**config.mk**
```make
export PLATFORM = sky130hd
export DESIGN_NAME = rolling_mark_board_flat
export DESIGN_NICKNAME = d
export VERILOG_FILES = /design/src/rtl/rolling_mark_board_pkg.sv /design/src/rtl/rolling_mark_board_if.sv /design/src/rtl/rolling_mark_board_ring.sv /design/src/rtl/rolling_mark_board.sv /design/src/flat_wrapper.sv
export SDC_FILE = /design/constraint.sdc
export NUM_CORES = 1
export LEC_CHECK = 0
export ABC_AREA = 1
export CELL_PAD_IN_SITES_DETAIL_PLACEMENT = 1
export CELL_PAD_IN_SITES_GLOBAL_PLACEMENT = 2
export CORE_AREA = 2 2 150 152
export CTS_CLUSTER_SIZE = 10
export DETAILED_ROUTE_END_ITERATION = 6
export DIE_AREA = 0 0 152 154
export PLACE_DENSITY_LB_ADDON = 0.1
export SLEW_MARGIN = 40
export SYNTH_ARGS = -nofsm -noshare
export SYNTH_HDL_FRONTEND = slang
export SYNTH_SLANG_ARGS = --single-unit
```
**constraint.sdc**
```tcl
create_clock -name clk -period 2.9 [get_ports clk]
set_clock_uncertainty 0.2 [all_clocks]
set_input_delay 0.435 -clock clk [delete_from_list [all_inputs] [get_ports clk]]
set_output_delay 0.435 -clock clk [all_outputs]
set_load 0.03 [all_outputs]
```
**src/rtl/rolling_mark_board_pkg.sv**
```systemverilog
// Shared constants for the vanishing-mark board store.
// Response codes and the empty-cell mark value.
package rolling_mark_pkg;

    localparam logic [1:0] RESP_OK        = 2'b00;
    localparam logic [1:0] RESP_OCCUPIED  = 2'b01;
    localparam logic [1:0] RESP_BAD_ARG   = 2'b10;
    localparam logic [1:0] RESP_PREEMPTED = 2'b11;

    localparam int EMPTY_MARK = 0;
    localparam int CNT_W      = 3;
    localparam int PLR_W      = 2;

endpackage

```
**src/rtl/rolling_mark_board_if.sv**
```systemverilog
// Request/response bundle between the move FSM and the board store.
// The board store takes the slave side.
interface rolling_mark_board_if
    import rolling_mark_pkg::*;
#(
    parameter int CELLS   = 9,
    parameter int POS_W   = 4,
    parameter int PLAYERS = 2,
    parameter int MARK_W  = 2
);

    logic                       clear;
    logic                       move_valid;
    logic [PLR_W-1:0]           move_player;
    logic [POS_W-1:0]           move_pos;
    logic                       undo_valid;
    logic [PLR_W-1:0]           undo_player;
    logic [CELLS*MARK_W-1:0]    board;
    logic [CELLS-1:0]           fade_mask;
    logic [PLAYERS*CNT_W-1:0]   live_cnt;
    logic                       resp_valid;
    logic [1:0]                 resp_code;
    logic                       evict_valid;
    logic [POS_W-1:0]           evict_pos;

    modport master (
        output clear, move_valid, move_player, move_pos,
        output undo_valid, undo_player,
        input  board, fade_mask, live_cnt,
        input  resp_valid, resp_code, evict_valid, evict_pos
    );

    modport slave (
        input  clear, move_valid, move_player, move_pos,
        input  undo_valid, undo_player,
        output board, fade_mask, live_cnt,
        output resp_valid, resp_code, evict_valid, evict_pos
    );

endinterface

```
**src/rtl/rolling_mark_board_ring.sv**
```systemverilog
// Per-player move history: circular buffer of cell positions.
// Push and pop-oldest may land in the same cycle (same slot when full).
module mark_history_ring
    import rolling_mark_pkg::*;
#(
    parameter int KEEP  = 3,
    parameter int POS_W = 4
) (
    input  logic             clk,
    input  logic             rst,
    input  logic             clear_i,
    input  logic             push_i,
    input  logic             pop_oldest_i,
    input  logic             pop_newest_i,
    input  logic [POS_W-1:0] push_pos_i,
    output logic [POS_W-1:0] oldest_pos_o,
    output logic [POS_W-1:0] newest_pos_o,
    output logic [CNT_W-1:0] count_o,
    output logic [POS_W-1:0] oldest_nxt_o,
    output logic [CNT_W-1:0] count_nxt_o
);

    localparam int PW = (KEEP > 1) ? $clog2(KEEP) : 1;

    logic [POS_W-1:0] mem_q [KEEP];
    logic [PW-1:0]    head_q, head_d;
    logic [PW-1:0]    tail_q, tail_d;
    logic [CNT_W-1:0] cnt_q, cnt_d;
    logic             wr;

    function automatic logic [PW-1:0] nxt(input logic [PW-1:0] p);
        return (int'(p) == KEEP - 1) ? '0 : p + 1'b1;
    endfunction

    function automatic logic [PW-1:0] prv(input logic [PW-1:0] p);
        return (p == '0) ? PW'(KEEP - 1) : p - 1'b1;
    endfunction

    always_comb begin
        head_d = head_q;
        tail_d = tail_q;
        cnt_d  = cnt_q;
        wr     = 1'b0;
        if (clear_i) begin
            head_d = '0;
            tail_d = '0;
            cnt_d  = '0;
        end else begin
            if (push_i) begin
                wr     = 1'b1;
                tail_d = nxt(tail_q);
                cnt_d  = cnt_q + 1'b1;
            end
            if (pop_oldest_i) begin
                head_d = nxt(head_q);
                cnt_d  = cnt_d - 1'b1;
            end
            if (pop_newest_i) begin
                tail_d = prv(tail_q);
                cnt_d  = cnt_q - 1'b1;
            end
        end
    end

    always_ff @(posedge clk or negedge rst) begin
        if (!rst) begin
            head_q <= '0;
            tail_q <= '0;
            cnt_q  <= '0;
            for (int i = 0; i < KEEP; i++) mem_q[i] <= '0;
        end else begin
            head_q <= head_d;
            tail_q <= tail_d;
            cnt_q  <= cnt_d;
            if (wr) mem_q[tail_q] <= push_pos_i;
        end
    end

    assign oldest_pos_o = mem_q[head_q];
    assign newest_pos_o = mem_q[prv(tail_q)];
    assign count_o      = cnt_q;
    assign count_nxt_o  = cnt_d;
    // A slot written this cycle may already be the new oldest entry.
    assign oldest_nxt_o = (wr && tail_q == head_d) ? push_pos_i
                                                   : mem_q[head_d];

endmodule

```
**src/rtl/rolling_mark_board.sv**
```systemverilog
// Vanishing-mark board store: each player keeps at most KEEP marks,
// with undo, occupancy check, fade mask and a registered response.
module rolling_mark_board
    import rolling_mark_pkg::*;
#(
    parameter int CELLS   = 9,
    parameter int POS_W   = 4,
    parameter int PLAYERS = 2,
    parameter int KEEP    = 3,
    parameter int MARK_W  = 2
) (
    input  logic               clk,
    input  logic               rst,
    rolling_mark_board_if.slave bus
);

    logic [CELLS*MARK_W-1:0] board_q, board_d;
    logic [CELLS-1:0]        fade_q, fade_d;
    logic                    rv_q, rv_d;
    logic [1:0]              code_q, code_d;
    logic                    ev_q, ev_d;
    logic [POS_W-1:0]        evpos_q, evpos_d;

    logic [PLAYERS-1:0] push, pop_old, pop_new;
    logic               ring_clr;
    logic [POS_W-1:0]   oldest [PLAYERS];
    logic [POS_W-1:0]   newest [PLAYERS];
    logic [POS_W-1:0]   oldest_nx [PLAYERS];
    logic [CNT_W-1:0]   cnt [PLAYERS];
    logic [CNT_W-1:0]   cnt_nx [PLAYERS];

    for (genvar p = 0; p < PLAYERS; p++) begin : g_ring
        mark_history_ring #(
            .KEEP  (KEEP),
            .POS_W (POS_W)
        ) u_ring (
            .clk          (clk),
            .rst          (rst),
            .clear_i      (ring_clr),
            .push_i       (push[p]),
            .pop_oldest_i (pop_old[p]),
            .pop_newest_i (pop_new[p]),
            .push_pos_i   (bus.move_pos),
            .oldest_pos_o (oldest[p]),
            .newest_pos_o (newest[p]),
            .count_o      (cnt[p]),
            .oldest_nxt_o (oldest_nx[p]),
            .count_nxt_o  (cnt_nx[p])
        );
        assign bus.live_cnt[p*CNT_W +: CNT_W] = cnt[p];
    end

    always_comb begin
        board_d  = board_q;
        rv_d     = 1'b0;
        code_d   = code_q;
        ev_d     = 1'b0;
        evpos_d  = evpos_q;
        push     = '0;
        pop_old  = '0;
        pop_new  = '0;
        ring_clr = 1'b0;
        if (bus.clear) begin
            ring_clr = 1'b1;
            board_d  = '0;
            if (bus.move_valid || bus.undo_valid) begin
                rv_d   = 1'b1;
                code_d = RESP_PREEMPTED;
            end
        end else if (bus.undo_valid) begin
            rv_d   = 1'b1;
            code_d = RESP_BAD_ARG;
            for (int p = 0; p < PLAYERS; p++) begin
                if (int'(bus.undo_player) == p && cnt[p] != '0) begin
                    pop_new[p] = 1'b1;
                    board_d[int'(newest[p])*MARK_W +: MARK_W] = '0;
                    code_d = RESP_OK;
                end
            end
        end else if (bus.move_valid) begin
            rv_d = 1'b1;
            if (int'(bus.move_pos) >= CELLS ||
                int'(bus.move_player) >= PLAYERS) begin
                code_d = RESP_BAD_ARG;
            end else if (board_q[int'(bus.move_pos)*MARK_W +: MARK_W]
                         != MARK_W'(EMPTY_MARK)) begin
                code_d = RESP_OCCUPIED;
            end else begin
                code_d = RESP_OK;
                for (int p = 0; p < PLAYERS; p++) begin
                    if (int'(bus.move_player) == p) begin
                        push[p] = 1'b1;
                        if (int'(cnt[p]) == KEEP) begin
                            pop_old[p] = 1'b1;
                            board_d[int'(oldest[p])*MARK_W +: MARK_W] = '0;
                            ev_d    = 1'b1;
                            evpos_d = oldest[p];
                        end
                        board_d[int'(bus.move_pos)*MARK_W +: MARK_W] =
                            MARK_W'(p + 1);
                    end
                end
            end
        end
        fade_d = '0;
        for (int p = 0; p < PLAYERS; p++) begin
            if (int'(cnt_nx[p]) == KEEP) fade_d[oldest_nx[p]] = 1'b1;
        end
    end

    always_ff @(posedge clk or negedge rst) begin
        if (!rst) begin
            board_q <= '0;
            fade_q  <= '0;
            rv_q    <= 1'b0;
            code_q  <= RESP_OK;
            ev_q    <= 1'b0;
            evpos_q <= '0;
        end else begin
            board_q <= board_d;
            fade_q  <= fade_d;
            rv_q    <= rv_d;
            code_q  <= code_d;
            ev_q    <= ev_d;
            evpos_q <= evpos_d;
        end
    end

    assign bus.board       = board_q;
    assign bus.fade_mask   = fade_q;
    assign bus.resp_valid  = rv_q;
    assign bus.resp_code   = code_q;
    assign bus.evict_valid = ev_q;
    assign bus.evict_pos   = evpos_q;

endmodule

```
**src/flat_wrapper.sv**
```systemverilog
// flat-port wrapper written by rule: the top's interface ports become plain ports
module rolling_mark_board_flat import rolling_mark_pkg::*;
#(
    parameter int CELLS   = 9,
    parameter int POS_W   = 4,
    parameter int PLAYERS = 2,
    parameter int KEEP    = 3,
    parameter int MARK_W  = 2
)
  (clk, rst, bus_clear, bus_move_valid, bus_move_player, bus_move_pos, bus_undo_valid, bus_undo_player, bus_board, bus_fade_mask, bus_live_cnt, bus_resp_valid, bus_resp_code, bus_evict_valid, bus_evict_pos);
  rolling_mark_board_if #(.CELLS(CELLS), .POS_W(POS_W), .PLAYERS(PLAYERS), .MARK_W(MARK_W)) bus_i ();
  input  logic clk;
  input  logic rst;
  input wire logic [$bits(bus_i.clear)-1:0] bus_clear;
  input wire logic [$bits(bus_i.move_valid)-1:0] bus_move_valid;
  input wire logic [$bits(bus_i.move_player)-1:0] bus_move_player;
  input wire logic [$bits(bus_i.move_pos)-1:0] bus_move_pos;
  input wire logic [$bits(bus_i.undo_valid)-1:0] bus_undo_valid;
  input wire logic [$bits(bus_i.undo_player)-1:0] bus_undo_player;
  output wire logic [$bits(bus_i.board)-1:0] bus_board;
  output wire logic [$bits(bus_i.fade_mask)-1:0] bus_fade_mask;
  output wire logic [$bits(bus_i.live_cnt)-1:0] bus_live_cnt;
  output wire logic [$bits(bus_i.resp_valid)-1:0] bus_resp_valid;
  output wire logic [$bits(bus_i.resp_code)-1:0] bus_resp_code;
  output wire logic [$bits(bus_i.evict_valid)-1:0] bus_evict_valid;
  output wire logic [$bits(bus_i.evict_pos)-1:0] bus_evict_pos;
  assign bus_i.clear = bus_clear;
  assign bus_i.move_valid = bus_move_valid;
  assign bus_i.move_player = bus_move_player;
  assign bus_i.move_pos = bus_move_pos;
  assign bus_i.undo_valid = bus_undo_valid;
  assign bus_i.undo_player = bus_undo_player;
  assign bus_board = bus_i.board;
  assign bus_fade_mask = bus_i.fade_mask;
  assign bus_live_cnt = bus_i.live_cnt;
  assign bus_resp_valid = bus_i.resp_valid;
  assign bus_resp_code = bus_i.resp_code;
  assign bus_evict_valid = bus_i.evict_valid;
  assign bus_evict_pos = bus_i.evict_pos;
  rolling_mark_board #(.CELLS(CELLS), .POS_W(POS_W), .PLAYERS(PLAYERS), .KEEP(KEEP), .MARK_W(MARK_W)) u_core (.clk(clk), .rst(rst), .bus(bus_i));
endmodule
```
* After elaboration in Yosys (flattened, before gate mapping)
Index checks and enable logic that the tools add are counted.
** Word-level totals
- Register bits after elaboration :: 73
- Output and inout bits :: 41
- Input port bits :: 13
** Operators by class
- Reduce and logical (&&, ||, !) cells :: 23
- $lt $le $gt $ge :: 16
- Mux-type cells :: 142
- Bitwise logic cells :: 13
- Add/subtract/negate cells :: 17
- Equality and inequality tests :: 15
- Shifts and indexed selects :: 12
** Operators by type and width (count)
- $mux 18 :: 30
- $shiftx 2x33->18 const A :: 6
- $neg 5->33 :: 5
- $shift 2x33->18 const A :: 5
- $bwmux 18 :: 6
- $mux 4 :: 20
- $mux 2 :: 35
- $bmux 4 s2 :: 6
- $mux 3 :: 10
- $mux 1 :: 27
- $bwmux 12 :: 2
- $ge 3x3->1 const B :: 8
- $not 2->3 :: 8
- $mux 9 :: 2
- $shiftx 18x6->2 :: 1
- $demux 4 s2 :: 2
- $reduce_bool 3->1 :: 5
- $eq 2x2->1 const B :: 6
- $eq 3x3->1 const B :: 4
- $sub 3x1->3 const B :: 4
- $lt 4x5->1 const B :: 2
- $or 9x9->9 :: 1
- $add 2x1->2 const B :: 4
- $demux 1 s4 :: 2
- other kinds (17) :: 37

* Longest topological paths before layout
Gate-level depths: netlist of the first run.
- Depth in word-level cells :: 36
- Depth in mapped cells :: 26
- Depth with buffers taken out :: 24

* Modules after synthesis
A second synthesis of the first run with hierarchy kept.
** Second synthesis, totals
- Cell total of the unflattened synthesis :: 1021
- Area, all modules :: 6452.4 µm²
** By module, submodules not included
- rolling_mark_board :: area an instance 3659.8 µm², cells each 635, times used 1, seq. area each 875.8 µm²
- mark_history_ring :: area an instance 1396.3 µm², cells each 193, times used 2, seq. area each 475.5 µm²

* Worst setup path after synthesis of the first run
OpenSTA, ideal clock, no wires.
- Path kind :: input-to-reg
- Start point :: in bus_move_pos[0]
- End point :: reg u_core.fade_q[0], in the netlist u_core.bus.fade_mask[0]
- Data required time :: 2635 ps
- Setup slack :: -521 ps
- Cell stages on the path :: 24
- Arrival :: 3156 ps
- Library setup time :: 65 ps
- Path buffers :: 3
- Cell sequence :: buf_4 inv_2 buf_6 ha_1 nand2_2 inv_2 nand2_1 nand2_1 nand2_2 nor2_4 nand4_4 nor2_8 buf_1 o21a_1 ha_1 a21oi_1 nand2_1 nand2_1 nand2_1 nor2_1 nand3_2 nor2_2 nand2_1 nand2_1
** RTL lines
- start: declaration :: RTL line flat_wrapper.sv:17 : input wire logic [$bits(bus_i.move_pos)-1:0] bus_move_pos;
- end signal: assignment :: RTL line rolling_mark_board.sv:114 : fade_q <= '0;
- end signal: assignment :: RTL line rolling_mark_board.sv:121 : fade_q <= fade_d;
- end: declaration :: RTL line rolling_mark_board.sv:18 : logic [CELLS-1:0] fade_q, fade_d;

==> results of run 1 <==
[sequential cells by signal, indices dropped and copies added, names as in the netlist]
signal	flops
u_core.bus.board	18
u_core.bus.evict_pos	4
u_core.bus.evict_valid	1
u_core.bus.fade_mask	9
u_core.bus.resp_code	2
u_core.bus.resp_valid	1
u_core.g_ring.u_ring.count_o	6
u_core.g_ring.u_ring.head_q	4
u_core.g_ring.u_ring.mem_q	24
u_core.g_ring.u_ring.tail_q	4
[metal layers]
metal	vias up	share of wire	track usage
li1	3666	-	-
met1	3556	0.47	0.314
met2	91	0.49	0.410
met3	34	0.022	0.0214
met4	0	0.025	0.0783
met5	-	0	0
[metrics by stage]
stage	hold slack [ps]	cells	util	total power, mW	area (µm²)
4_1_cts	296	1489	0.427	3.53	9260
5_1_grt	340	1507	0.456	3.88	9890
6_report	289	1507	0.456	3.69	9890
2_1_floorplan	-60.6	961	-	1.70	6430
3_3_place_gp	267	1457	0.395	2.20	8580
3_5_place_dp	281	1457	0.395	2.22	8580
[tightest hold or removal path, stage by stage (launching register included)]
cell and delay (ps):
dfrtp_1 340, nand2_1 50, o21ai_0 60
[cell families after synthesis]
family | count (synthesis) | synth area share
adder cells (fa/ha/maj) | 38 | 0.0742
AO/OA/AOI/OAI | 163 | 0.147
buffers and inverters | 168 | 0.103
flip-flops | 73 | 0.285
AND/OR/NAND/NOR | 516 | 0.387
XOR/XNOR | 3 | 0.00410
[cell type report]
type / count / area, µm²
Fill cell: 2723 / 11800
Tap cell: 280 / 350
Clock buffer: 10 / 239
Sequential cell: 73 / 1830
Multi-Input combinational cell: 720 / 4610
Timing Repair Buffer: 267 / 2220
Inverter: 151 / 582
Clock inverter: 6 / 65.1
[how the worst max path moves through the flow]
stage                                        end  slack [ps]  cells after the start
2_1_floorplan  u_core.bus.fade_mask[3]$_DFF_PN0_        -380                     25
3_3_place_gp   u_core.bus.fade_mask[0]$_DFF_PN0_       -1000                     22
3_5_place_dp   u_core.bus.fade_mask[3]$_DFF_PN0_       -1110                     22
4_1_cts        u_core.bus.fade_mask[3]$_DFF_PN0_        -110                     19
5_1_grt        u_core.bus.fade_mask[2]$_DFF_PN0_        -340                     24
6_report       u_core.bus.fade_mask[2]$_DFF_PN0_        -150                     19
[power by group through the flow]
stage | clock [mW] | sequential, mW | combinational [mW]
after floorplan | 0 | 1.18 | 0.518
after global placement | 0 | 1.14 | 1.07
after detailed placement | 0 | 1.14 | 1.08
after CTS | 1.23 | 1.12 | 1.18
after global routing | 1.27 | 1.13 | 1.47
final | 1.21 | 1.12 | 1.35
[placed cells by master, fill, tap and decap left out, types with 32 or more instances in the layout]
cell type | synthesis | final
nand2_1 | 255 | 237
buf_4 | 1 | 194
inv_1 | 136 | 112
nor2_1 | 89 | 76
dfrtp_1 | 73 | 70
nand3_1 | 68 | 56
o21ai_0 | 88 | 52
clkdlybuf4s50_1 | 0 | 48
inv_2 | 14 | 32
nand2_2 | 18 | 32
[timing repair]
action / 4_1_cts / 5_1_grt
hold buffers: 1 / 0
endpoints found under the setup margin: 29 / 27
resized for setup: 84 / 149
buffers inserted: 18 / 19
pin swaps: 40 / 75
endpoints found under the hold margin: 39 / 0
==> results by group, run 1 <==
Placement
  – Detail Placement HPWL: 22200 µm
  – PortBufs: 53
  – Final Wtd Congestion: 0.887
  – Post-place setup slack: -1110 ps

Pwr
  – Power Dens Cells: 373 nW/µm²
  – Int Pwr: 2.34 mW
  – Clk pwr share: 0.328
  – VDD IR max: 0.251 mV
  – Switching fraction of total power: 0.366
  – Net switching power: 1.35 mW
  – Combinational Power Share: 0.367
  – LEAKAGE: roughly 4.7 nW
  – Reg power frac: 0.304

Synth
  – Synth warnings: 0
  – Synth unique cells: 47
  – Area of the mapped netlist: around 6400 µm²
  – Yosys top cell by area: dfrtp_1
  – Post-synthesis sequential area ratio: 0.285
  – Synthesized area per cell: approximately 6.7 µm²
  – Most frequent cell after synthesis: nand2_1
  – Number of enable flip-flop cells after synthesis: 0
  – Cells after Synth: 961
  – Syn Nets: 1012
  – Yosys top cell area share: 0.285
  – Share of flip-flops with an asynchronous set or reset: 1.00
  – Synth cell count leaders: 255 x nand2_1, 136 x inv_1, 89 x nor2_1
  – Leading post-synthesis cells by cell area: dfrtp_1 29%, nand2_1 15%, inv_1 8.0%, ha_1 7.4%, o21ai_0 6.9%
  – Yosys reg bits: 73
  – Synth Flop Type: dfrtp_1

Clocking
  – Num CTS Buffers: 9
  – CTS Buffer Depth: 2
  – CTS tree: done
  – Clock latency on the worst-skew pair: around 360 ps
  – Clk pin slew, worst setup/hold paths: 70 ps
  – CTS root buf: clkbuf_16
  – Sink Count: 73
  – H-tree depth: 3

Worst setup path
  – Buffer and inverter count on the worst path: 1
  – Max FO, Critical Path: 6
  – CP max stage delay: approximately 430 ps
  – Slowest cell on crit path: dfrtp_1
  – Most common cell on crit path: nand2_1
  – Critical Path RT: around 3000 ps
  – Crit-path cells: o21ai_2 > nand2_1 > nor2_2 > nor2_2 > nand2_4 > nand4_4 > nor2_4 > buf_6 > o21a_1 > ha_4 > a21oi_2 > nand2_1 > nand2_2 > nand2_2 > nor2_4 > nand3_4 > nor2_4 > nand2_1 > nand2_1
  – CP top delay family: simple AND/OR/NAND/NOR gates
  – CP Capture Type: flip-flop
  – CP Data Arrival Time: 3140 ps
  – R2R cell count: 19
  – Setup slack, reg-to-reg: -150 ps
  – CP Class: flip-flop to flip-flop
  – Setup crit start: u_core.bus.board[6]$_DFFE_PN0P_
  – Worst r2r src: u_core.bus.board[6]$_DFFE_PN0P_
  – R2R Path End: u_core.bus.fade_mask[2]$_DFF_PN0_
  – Setup crit start kind: flip-flop

STA
  – Final slew viol count: 0
  – Fmax: 328 MHz
  – Final Hold Viols: 0
  – Final period util: 1.05
  – Worst-margin pin slew: 665 ps
  – Setup violators final: 9
  – Worst setup margin: -151 ps
  – Min cycle time layout: 3050 ps
  – Setup total negative slack: -1210 ps
  – Slew HR: 0.557
  – Unrepaired setup endpoints after global routing: yes

Global route
  – Total GRT Usage: 0.238
  – Global-route wire length before repair: 43100 µm
  – Total gr overflow: 0
  – Antenna violations before repair: 0
  – Number of global-route vias before repair: between 7000 and 8000
  – Largest net degree at the start of global routing: 42

Routing
  – Antenna-violating nets left: 0
  – Vias per Instance: 4.88
  – WL final: 28000 µm
  – DR vias: approximately 7300
  – Starting DRC count in detailed routing: 273
  – Avg WL per Cell: approximately 19 µm
  – DRC: 0
  – First drt pass iteration count: 5

Hold path
  – Hold depth: 2
  – Hold Crit Class: flip-flop to flip-flop
  – HP Start: u_core.g_ring[1].u_ring.mem_q[10]$_DFFE_PN0P_
  – WHS Endpoint: u_core.g_ring[1].u_ring.mem_q[10]$_DFFE_PN0P_

Floorplanning
  – Initial core utilization: 0.295
  – FP Rows: between 50 and 60
  – Die area: 23400 µm²
  – Die width: 152 µm
  – Core footprint: 21700 µm²
  – # IOs: 54
  – Die span in y: 154 µm

Flow run
  – Max cap viols: 0

Final layout
  – N_diodes: 0
  – Layout cells sized above 1: 0.351
  – Nets: around 1300
  – Area Growth Syn to Fin: 54.5%

Status
  – Failing checks: negative setup slack
  – Status: finished with violations
Power figures use the tool's default switching activity.
==> run 2, diff against run 1 <==
--- a/config.mk
+++ b/config.mk
@@ -5,13 +5,13 @@
 export SDC_FILE = /design/constraint.sdc
 export NUM_CORES = 1
 export LEC_CHECK = 0
-export ABC_AREA = 1
+export ABC_AREA = 0
 export CELL_PAD_IN_SITES_DETAIL_PLACEMENT = 1
 export CELL_PAD_IN_SITES_GLOBAL_PLACEMENT = 2
-export CORE_AREA = 2 2 150 152
+export CORE_AREA = 2 2 141 143
 export CTS_CLUSTER_SIZE = 10
 export DETAILED_ROUTE_END_ITERATION = 6
-export DIE_AREA = 0 0 152 154
+export DIE_AREA = 0 0 143 145
 export PLACE_DENSITY_LB_ADDON = 0.1
 export SLEW_MARGIN = 40
 export SYNTH_ARGS = -nofsm -noshare
==> results by group, run 2 <==
Final layout
  – Most frequent cells in the layout: 264 x buf_4, 65 x dfrtp_1, 60 x nand2_1, 51 x nor2_1, 48 x clkdlybuf4s50_1
  – Nets: 1094
  – Largest register FFs: 24
  – N_diodes: 0
  – Commonest non-fill, non-tap cell in the layout: buf_4
  – Layout cells sized above 1: 0.496
  – Area Growth Syn to Fin: 73.3%
  – Biggest register: u_core.g_ring.u_ring.mem_q

Global route
  – Number of global-route vias before repair: 7823
  – Total gr overflow: 0
  – Largest net degree at the start of global routing: 40
  – Antenna violations before repair: 0
  – Total GRT Usage: 0.281
  – Global-route wire length before repair: 44500 µm

Worst setup path
  – Setup crit start: u_core.bus.board[15]$_DFFE_PN0P_
  – R2R Path End: u_core.bus.fade_mask[7]$_DFF_PN0_
  – Critical Path End: u_core.bus.fade_mask[7]$_DFF_PN0_
  – Setup crit start kind: flip-flop
  – CP Data Arrival Time: 3780 ps
  – R2R cell count: 14
  – Critical Path RT: 2980 ps
  – CP Capture Type: flip-flop
  – Worst r2r src: u_core.bus.board[15]$_DFFE_PN0P_
  – Setup slack, reg-to-reg: -800 ps
  – Max FO, Critical Path: 4
  – CP Class: flip-flop to flip-flop

Pwr
  – Combinational Power Share: 0.332
  – Int Pwr: 2.35 mW
  – Power Total: between 3 and 4 mW
  – Clk pwr share: 0.363
  – Net switching power: 1.21 mW
  – Power Dens Cells: 337 nW/µm²
  – Reg power frac: 0.305
  – Switching fraction of total power: 0.339
  – LEAKAGE: 4.47 nW
  – VDD IR max: 0.288 mV

Clocking
  – CTS root buf: clkbuf_16
  – H-tree depth: 3
  – Sink Count: 73
  – Clock latency on the worst-skew pair: about 360 ps
  – Num CTS Buffers: 9
  – CTS tree: done
  – Clk pin slew, worst setup/hold paths: 60 ps
  – CTS Buffer Depth: 2

Placement
  – PortBufs: 53
  – Detail Placement HPWL: 21700 µm
  – Post-place setup slack: -1500 ps
  – Final Wtd Congestion: 0.916

STA
  – Slew HR: 0.586
  – Final Hold Viols: 0
  – Final period util: 1.28
  – Worst setup margin: -799 ps
  – Min cycle time layout: 3700 ps
  – Hold Slack: 308 ps
  – Fmax: 270 MHz
  – Worst-margin pin slew: ~620 ps
  – Unrepaired setup endpoints after global routing: yes
  – Setup violators final: 23
  – Final slew viol count: 0
  – Setup total negative slack: -8480 ps

Synth
  – Synth unique cells: a little under 80
  – Synthesized area per cell: 8.39 µm²
  – Area of the mapped netlist: between 6000 and 7000 µm²
  – Post-synthesis sequential area ratio: 0.300
  – Cells after Synth: just over 700
  – Synth Flop Type: dfrtp_1
  – Synth warnings: 0
  – Syn Nets: 777
  – Share of flip-flops with an asynchronous set or reset: 1.00
  – Yosys top cell by area: dfrtp_1
  – Number of enable flip-flop cells after synthesis: 0
  – Yosys top cell area share: 0.300
  – Yosys reg bits: 73
  – Synth cell count leaders: 74 x nand2_1, 73 x dfrtp_1, 63 x nor2_1
  – Most frequent cell after synthesis: nand2_1
  – Leading post-synthesis cells by cell area: dfrtp_1 30%, ha_1 7.8%, mux2i_1 5.6%, mux2_2 5.5%, nand2_1 4.6%

Floorplanning
  – Initial core utilization: 0.317
  – FP Rows: 51
  – Die span in y: 145 µm
  – # IOs: 54
  – Core footprint: slightly below 20000 µm²
  – Die width: 143 µm
  – Die area: 20700 µm²

Routing
  – Avg WL per Cell: between 20 and 25 µm
  – DRC: 0
  – Vias per Instance: 5.50
  – DR vias: 7221
  – Starting DRC count in detailed routing: a little over 300
  – WL final: 29800 µm
  – Antenna-violating nets left: 0
  – First drt pass iteration count: 4

Hold path
  – Hold Crit Class: flip-flop to flip-flop

Status
  – Status: finished with violations
  – Failing checks: negative setup slack

Flow run
  – Max cap viols: 0
[run 2: final cells by class]
type / instances / area, µm²
clock buffer: 9 / 225
timing repair buffer: 339 / 2770
sequential: 73 / 1840
clock inverter: 7 / 101
tap: 265 / 332
fill: 2191 / 8650
inverter: 38 / 149
multi-input combinational: 582 / 5150
[run 2: how the worst min path moves through the flow]
stage | start | endpoint | slack [ps] | cells after the start
5_1_grt | u_core.bus.evict_pos[3]$_DFFE_PN0P_ | u_core.bus.evict_pos[3]$_DFFE_PN0P_ | 340 | 1
6_report | u_core.bus.evict_pos[3]$_DFFE_PN0P_ | u_core.bus.evict_pos[3]$_DFFE_PN0P_ | 310 | 1
3_5_place_dp | rst | u_core.bus.board[4]$_DFFE_PN0P_ | 280 | 1
3_3_place_gp | rst | u_core.bus.board[4]$_DFFE_PN0P_ | 270 | 1
2_1_floorplan | rst | u_core.bus.board[0]$_DFFE_PN0P_ | -60 | 0
4_1_cts | u_core.bus.evict_pos[3]$_DFFE_PN0P_ | u_core.bus.evict_pos[3]$_DFFE_PN0P_ | 330 | 1
[run 2: routing by layer]
layer	GRT usage	part of all wire
met3	0.0531	0.035
met2	0.483	0.52
met5	0	0
met1	0.339	0.42
met4	0.120	0.031
[run 2: cell families after synthesis]
| group | after synthesis | synth area share |
|---|---|---|
| fa+ha+maj | 38 | 0.0780 |
| mux | 64 | 0.111 |
| compound gates | 208 | 0.234 |
| simple gates | 260 | 0.214 |
| xor+xnor | 12 | 0.0172 |
| flops | 73 | 0.300 |
| buf+inv | 71 | 0.0456 |
[run 2: power groups by stage]
stage	logic [mW]	clock network, mW	registers, mW
after floorplan	0.419	0	1.11
after CTS	1.05	1.32	1.08
after global placement	0.881	0	1.10
final	1.18	1.29	1.09
after detailed placement	0.909	0	1.10
after global routing	1.26	1.36	1.09
[run 2: what timing repair did]
item	CTS	global route
hold buffers	1	0
endpoints found under the hold margin	38	0
gates cloned	1	0
setup endpoints to repair	66	48
pin swaps	47	54
gates resized for setup	131	120
setup buffers	31	19
[run 2: critical path, stage by stage (launching register included)]
cell       delay [ps]
dfrtp_2           420
nor3b_4           350
a2111oi_4         160
or4_4             470
a211oi_4          310
nand2_2           140
mux2i_1           210
ha_2              300
mux2i_1           120
mux2i_1            90
mux2i_1           210
nor4b_4           250
buf_6             180
nand2b_4           70
o22ai_2           140
[run 2: metrics by stage]
| step | cells | instance area (µm²) | utilization |
|---|---|---|---|
| floorplan | 726 | 6250 | - |
| global placement | 1249 | 8780 | 0.457 |
| detailed placement | 1249 | 8780 | 0.457 |
| CTS | 1297 | 9910 | 0.516 |
| global route | 1313 | 10600 | 0.550 |
| finish | 1313 | 10600 | 0.550 |
